--- src/rtl/parity_frame_generator_if.sv ---
// Handshake bundle for parity_frame_generator.
// master: payload source / frame sink side; slave: the framer.
//
// Signals
//   in_data/in_wide/in_valid -> in_ready    payload push handshake
//   out_data/out_valid       -> out_ready   frame pop handshake
//   fifo_level, word_count                  status from the framer
//   inject_err                              parity corruption request
//                                           (PARITY_ERR_INJECT_EN only)
interface parity_frame_generator_if #(
    parameter int DEPTH   = 4,
    parameter int COUNT_W = 16
);
    localparam int LW = $clog2(DEPTH) + 1;

    logic [15:0]        in_data;
    logic               in_wide;
    logic               in_valid;
    logic               in_ready;
    logic [15:0]        out_data;
    logic               out_valid;
    logic               out_ready;
    logic [LW-1:0]      fifo_level;
    logic [COUNT_W-1:0] word_count;
`ifdef PARITY_ERR_INJECT_EN
    logic               inject_err;
`endif

    modport master (
        output in_data,
        output in_wide,
        output in_valid,
        input  in_ready,
        input  out_data,
        input  out_valid,
        output out_ready,
        input  fifo_level,
        input  word_count
`ifdef PARITY_ERR_INJECT_EN
        ,
        output inject_err
`endif
    );

    modport slave (
        input  in_data,
        input  in_wide,
        input  in_valid,
        output in_ready,
        output out_data,
        output out_valid,
        input  out_ready,
        output fifo_level,
        output word_count
`ifdef PARITY_ERR_INJECT_EN
        ,
        input  inject_err
`endif
    );
endinterface

--- src/rtl/parity_frame_generator.sv ---
// Transmit-side even-parity framer with a DEPTH-entry frame FIFO.
// Ports: clk, rst_n (async, active low), bus (parity_frame_generator_if.slave).
//
// Frames: narrow {1'b0, 6'b0, p, d[7:0]}, wide {1'b1, d[13:0], p};
// p makes the XOR of all 16 frame bits zero.
// Frames are encoded on push; the FIFO holds finished frames.
// Optional macro PARITY_ERR_INJECT_EN enables bus.inject_err, which
// inverts the parity bit of the frame pushed in that cycle.
module parity_frame_generator #(
    parameter int DEPTH   = 4,
    parameter int COUNT_W = 16
) (
    input logic                    clk,
    input logic                    rst_n,
    parity_frame_generator_if.slave bus
);
    localparam int PW = $clog2(DEPTH);
    localparam int LW = PW + 1;
    localparam logic [LW-1:0] FULL = LW'(DEPTH);

    logic [15:0]        mem_q [DEPTH];
    logic [15:0]        mem_d [DEPTH];
    logic [PW-1:0]      wr_ptr_q, wr_ptr_d;
    logic [PW-1:0]      rd_ptr_q, rd_ptr_d;
    logic [LW-1:0]      level_q, level_d;
    logic [COUNT_W-1:0] count_q, count_d;

    logic        push;
    logic        pop;
    logic        inj;
    logic        p_narrow;
    logic        p_wide;
    logic [15:0] frame;
    logic        unused_in_hi;

    // Bits [15:14] are never part of any payload.
    assign unused_in_hi = ^bus.in_data[15:14];

    // Both flags come only from the stored level, so in_ready never
    // depends on out_ready and an empty FIFO never falls through.
    assign bus.in_ready   = (level_q != FULL);
    assign bus.out_valid  = (level_q != '0);
    assign bus.out_data   = bus.out_valid ? mem_q[rd_ptr_q] : 16'h0000;
    assign bus.fifo_level = level_q;
    assign bus.word_count = count_q;

    assign push = bus.in_valid && bus.in_ready;
    assign pop  = bus.out_valid && bus.out_ready;

`ifdef PARITY_ERR_INJECT_EN
    assign inj = bus.inject_err;
`else
    assign inj = 1'b0;
`endif

    always_comb begin
        p_narrow = ^bus.in_data[7:0];
        p_wide   = ~^bus.in_data[13:0];
        if (bus.in_wide) begin
            frame = {1'b1, bus.in_data[13:0], p_wide ^ inj};
        end else begin
            frame = {7'b0000000, p_narrow ^ inj, bus.in_data[7:0]};
        end
    end

    always_comb begin
        mem_d    = mem_q;
        wr_ptr_d = wr_ptr_q;
        rd_ptr_d = rd_ptr_q;
        level_d  = level_q;
        count_d  = count_q;
        if (push) begin
            mem_d[wr_ptr_q] = frame;
            wr_ptr_d        = wr_ptr_q + PW'(1);
        end
        if (pop) begin
            rd_ptr_d = rd_ptr_q + PW'(1);
            count_d  = count_q + COUNT_W'(1);
        end
        unique case ({push, pop})
            2'b10:   level_d = level_q + LW'(1);
            2'b01:   level_d = level_q - LW'(1);
            default: level_d = level_q;
        endcase
    end

    always_ff @(posedge clk or negedge rst_n) begin
        if (!rst_n) begin
            for (int i = 0; i < DEPTH; i++) begin
                mem_q[i] <= 16'h0000;
            end
            wr_ptr_q <= '0;
            rd_ptr_q <= '0;
            level_q  <= '0;
            count_q  <= '0;
        end else begin
            mem_q    <= mem_d;
            wr_ptr_q <= wr_ptr_d;
            rd_ptr_q <= rd_ptr_d;
            level_q  <= level_d;
            count_q  <= count_d;
        end
    end
endmodule

--- src/flat_wrapper.sv ---
// flat-port wrapper written by rule: the top's interface ports become plain ports
module parity_frame_generator_flat 
#(
    parameter int DEPTH   = 4,
    parameter int COUNT_W = 16
)
  (clk, rst_n, bus_in_data, bus_in_wide, bus_in_valid, bus_in_ready, bus_out_data, bus_out_valid, bus_out_ready, bus_fifo_level, bus_word_count);
  parity_frame_generator_if #(.DEPTH(DEPTH), .COUNT_W(COUNT_W)) bus_i ();
  input logic clk;
  input logic rst_n;
  input wire logic [$bits(bus_i.in_data)-1:0] bus_in_data;
  input wire logic [$bits(bus_i.in_wide)-1:0] bus_in_wide;
  input wire logic [$bits(bus_i.in_valid)-1:0] bus_in_valid;
  output wire logic [$bits(bus_i.in_ready)-1:0] bus_in_ready;
  output wire logic [$bits(bus_i.out_data)-1:0] bus_out_data;
  output wire logic [$bits(bus_i.out_valid)-1:0] bus_out_valid;
  input wire logic [$bits(bus_i.out_ready)-1:0] bus_out_ready;
  output wire logic [$bits(bus_i.fifo_level)-1:0] bus_fifo_level;
  output wire logic [$bits(bus_i.word_count)-1:0] bus_word_count;
  assign bus_i.in_data = bus_in_data;
  assign bus_i.in_wide = bus_in_wide;
  assign bus_i.in_valid = bus_in_valid;
  assign bus_in_ready = bus_i.in_ready;
  assign bus_out_data = bus_i.out_data;
  assign bus_out_valid = bus_i.out_valid;
  assign bus_i.out_ready = bus_out_ready;
  assign bus_fifo_level = bus_i.fifo_level;
  assign bus_word_count = bus_i.word_count;
  parity_frame_generator #(.DEPTH(DEPTH), .COUNT_W(COUNT_W)) u_core (.clk(clk), .rst_n(rst_n), .bus(bus_i));
endmodule
--- config.mk ---
export PLATFORM = sky130hd
export DESIGN_NAME = parity_frame_generator_flat
export DESIGN_NICKNAME = d
export VERILOG_FILES = /design/src/rtl/parity_frame_generator_if.sv /design/src/rtl/parity_frame_generator.sv /design/src/flat_wrapper.sv
export SDC_FILE = /design/constraint.sdc
export NUM_CORES = 1
export LEC_CHECK = 0
export ABC_AREA = 1
export BUFFER_PORTS_ARGS = -buffer_cell sky130_fd_sc_hd__buf_2
export CORE_MARGIN = 10
export CORE_UTILIZATION = 29
export DETAILED_ROUTE_END_ITERATION = 6
export PLACE_DENSITY = 0.56
export SYNTH_ARGS = -nofsm -noshare
export SYNTH_HDL_FRONTEND = slang
export SYNTH_SLANG_ARGS = --single-unit
export TNS_END_PERCENT = 5
--- constraint.sdc ---
create_clock -name clk -period 1.95 [get_ports clk]
set_input_delay 0.39 -clock clk [delete_from_list [all_inputs] [get_ports clk]]
set_output_delay 0.39 -clock clk [all_outputs]
set_load 0.005 [all_outputs]
==> metrics.sh <==
MAXIMUM_CLOCK_RATE_GHz=0.511
FINAL.SETUP_SKEW_PS=14.3
NUMBER_OF_CELLS_IN_THE_DESIGN_AFTER_PLACEMENT=809
CTS-HTREE-LEVELS=3
SETUP-VIOLATIONS-FINAL=1
AVGSYNTHCELLAREA_UM2=7.86
FIRST_ITER_VIOLATIONS=326
DIE_AREA_MM2=0.0210
IOS=58
POST-SYNTH-TOP-AREA-CELL='sky130_fd_sc_hd__dfrtp_1'
REG2REG_PATH_DEPTH=9
ROUTED_VIA_DENSITY=4.60
CRIT_PATH_MAX_FANOUT=9
CRITICAL_PATH_ARRIVAL_PS=1570
YOSYS_REGISTER_BITS=87
TIMING_MAX_TRANSITION_VIOLATIONS_FINAL=0
SETUP.WORST_PATH.START_CLASS='flop'
REMAINING_DRC_ERRORS=0
OUTCOME='finished, violations left'
N_FILL_CELL=1577
GRT_FIRST_PASS_WIRELENGTH_UM=18900
LAYOUTNONFILLERINSTCOUNT=827
DETAILED_ROUTING_ITERATION_COUNT_FOR_THE_PRE_ANTENNA_REPAIR_PASS=5
NNETSFINAL=662
SYNTHESIS.INSTANCES=574
TRITONCTS.NUM_BUFFERS=9
RR_ENDPOINT='u_core.bus.fifo_level[2]$_DFFE_PN0P_'
FF2FF_SETUP_SLACK_PS=160
FLOW.AREA_GROWTH_FROM_SYNTHESIS_PCT=20.1
FLOORPLAN.DIE.HEIGHT_UM=145
SETUP_REPAIR_AFTER_GLOBAL_ROUTING_MISSED_ITS_MARGIN='true'
KIND_OF_CAPTURE_POINT_OF_THE_WORST_SETUP_PATH='output pin'
POSTPLACECELLAREA_MM2=0.00505
CTS_TREE='built'
HOLD_WS_PS=-5.24
ROW_COUNT=45
GPL.FINAL_WEIGHTED_CONGESTION=0.831
SETUP_WS_PS=-6.67
SYNTH.CELL_AREA_MM2=0.00451
DIE_W_UM=145
ANTENNA-DIODE-COUNT=0
POST_ROUTE_CELLS_DRIVE_ABOVE_1_SHARE_PCT=18.9
GRT_MAX_DEGREE=41
FIN_CRIT_SH_PCT=100
MOST-COMMON-LAYOUT-CELLS='sky130_fd_sc_hd__nand2_1 (190), sky130_fd_sc_hd__dfrtp_1 (86), sky130_fd_sc_hd__buf_2 (54), sky130_fd_sc_hd__o21ai_1 (45), sky130_fd_sc_hd__o21ai_0 (44)'
SYNTHESIS.NETS=602
POST-LAYOUT-TOTAL-POWER_mW=8.35
POWER.DENSITY_CELL_AREA_mW_PER_MM2=1540
PLACEMENT.IO_BUFFERS=55
WIRELENGTH_UM=11600
CLOCK-SINKS=87
GRT_USAGE_PCT=11.5
CRITICALPATHCATEGORY='reg2out'
CRITICAL_PATH_REQUIRED_PS=1560
FIN_TNS_SETUP_PS=-6.67
VDD_IR_DROP_MAX_uV=721
CTS.ROOT.BUFFER_CELL='sky130_fd_sc_hd__clkbuf_16'
CORE-AREA_MM2=0.0152
YOSYS.CELL_TYPES.COUNT=30
WORST_SLEW_MARGIN_REL_PCT=60.0
STARTING_DENSITY_OF_THE_CORE_PCT=29.7
STDCELL_AREA_MM2=0.00542
HPWL_UM=8240
DR_TOTAL_VIAS=3802
P_LEAK_nW=2.78
ROUTE.ANTENNA.REMAINING_NETS=0
YOSYS.AREA.TOP_TYPE_SHARE_PCT=48.2
WIRE_PER_INST_UM=14.0
CLK_PIN_SLEW_WORST_PATHS_PS=70
GLOBALROUTEOVERFLOWTOTAL=0
HOLD_BUFFER_COUNT_AT_CTS=0
VIOLATIONS='negative hold slack, negative setup slack'
LAUNCHING_POINT_OF_THE_WORST_REG2REG_PATH='u_core.bus.fifo_level[0]$_DFFE_PN0P_'
FINALCRITICALPERIOD_PS=1960
MAX_BUFFERS_ROOT_TO_SINK=2
NUMBER_OF_GLOBAL_ROUTE_VIAS_BEFORE_REPAIR=3672
FINAL_CORE_UTILIZATION_PCT=35.7
MIN-DELAY-PATH-CLASS='in2async'
WORST_SKEW_PAIR.LATE_LATENCY_PS=350
YS_WARN_COUNT=0
TIGHTESTPINTRANSITION_PS=593
POST-PLACE-WS_PS=125
TIMING.MAX_CAP.VIOLATIONS=0
MOST_COMMON_LIBRARY_CELL_IN_THE_LAYOUT_IGNORING_FILL_AND_TAPS='sky130_fd_sc_hd__nand2_1'
SYNTH.YOSYS.SEQ_AREA_SHARE_PCT=48.2
INITIAL_ANTENNA_VIOLATION_COUNT=0
HOLD_VIOL=5
YOSYS-TOP-CELLS-AREA='sky130_fd_sc_hd__dfrtp_1 (48%), sky130_fd_sc_hd__nand2_1 (16%), sky130_fd_sc_hd__o21ai_0 (5.1%)'
==> layout make-up <==
cell class	count	area, um^2	area share [%]
flip-flops and latches	87	2180	40.2
multi-input cells	415	2050	37.7
repair buffers	70	447	8.24
clock buffers	11	253	4.66
well taps	188	235	4.34
inverters	51	200	3.69
clock inverters	5	65.1	1.20
==> layer usage <==
layer | global-route usage, % | part of all wire (%) | vias up
met2 | 18.4 | 48 | 78
met4 | 3.09 | 0.93 | 0
li1 | - | - | 1928
met3 | 3.49 | 4.4 | 7
met5 | 0 | 0 | -
met1 | 14.7 | 47 | 1789
==> how the worst max path moves through the flow <==
stage | end | depth (start not counted) | startpoint | slack [ps]
2_1_floorplan | u_core.bus.fifo_level[2]$_DFFE_PN0P_ | 10 | u_core.bus.fifo_level[0]$_DFFE_PN0P_ | 100
5_1_grt | bus_out_data[3] | 5 | u_core.rd_ptr_q[1]$_DFFE_PN0P_ | -150
6_report | bus_out_data[0] | 6 | u_core.rd_ptr_q[1]$_DFFE_PN0P_ | -7
3_5_place_dp | u_core.bus.fifo_level[2]$_DFFE_PN0P_ | 9 | u_core.bus.fifo_level[0]$_DFFE_PN0P_ | 130
4_1_cts | bus_out_data[1] | 6 | u_core.rd_ptr_q[0]$_DFFE_PN0P_ | -50
3_3_place_gp | u_core.bus.fifo_level[2]$_DFFE_PN0P_ | 9 | u_core.bus.fifo_level[0]$_DFFE_PN0P_ | 150
==> worst max-delay path: stages, from the launching register on <==
cell                         delay (ps)
sky130_fd_sc_hd__dfrtp_1            390
sky130_fd_sc_hd__clkinvlp_4         130
sky130_fd_sc_hd__buf_6              160
sky130_fd_sc_hd__nor2_1              90
sky130_fd_sc_hd__o21ai_0             80
sky130_fd_sc_hd__a21oi_1            220
sky130_fd_sc_hd__buf_2              160
==> repair_timing <==
| action | in CTS | in global routing |
|---|---|---|
| resized for setup | 4 | 9 |
| cloned | 0 | 0 |
| buffers inserted | 2 | 0 |
| endpoints found under the setup margin | 16 | 17 |
| pin swaps | 0 | 3 |
==> Yosys cell counts (all sizes together) <==
library cell	instances
buf	10
xor2	11
o21ai	89
nand3	17
dfrtp	87
nand3b	1
fa	1
nor3b	2
xnor2	7
nor2	49
clkbuf	11
nand2	198
ha	6
nor3	2
a21oi	32
inv	51
==> report_power, final <==
group          internal, mW  switching [mW]  total (mW)
registers              2.54           0.429        2.96
logic                  1.44            2.13        3.57
clock network          1.07           0.743        1.82
==> logic make-up after synthesis <==
| logic type | synth area share (%) |
|---|---|
| xor+xnor | 3.66 |
| fa+ha+maj | 2.11 |
| flops | 48.2 |
| simple gates | 26.0 |
| buf+inv | 6.60 |
| compound gates | 13.4 |
==> state kept, by name, indices dropped and copies added (netlist names) <==
name / cells
u_core.mem_q: 64
u_core.bus.word_count: 16
u_core.bus.fifo_level: 3
u_core.rd_ptr_q: 2
u_core.wr_ptr_q: 2
Power figures use the tool's default switching activity.
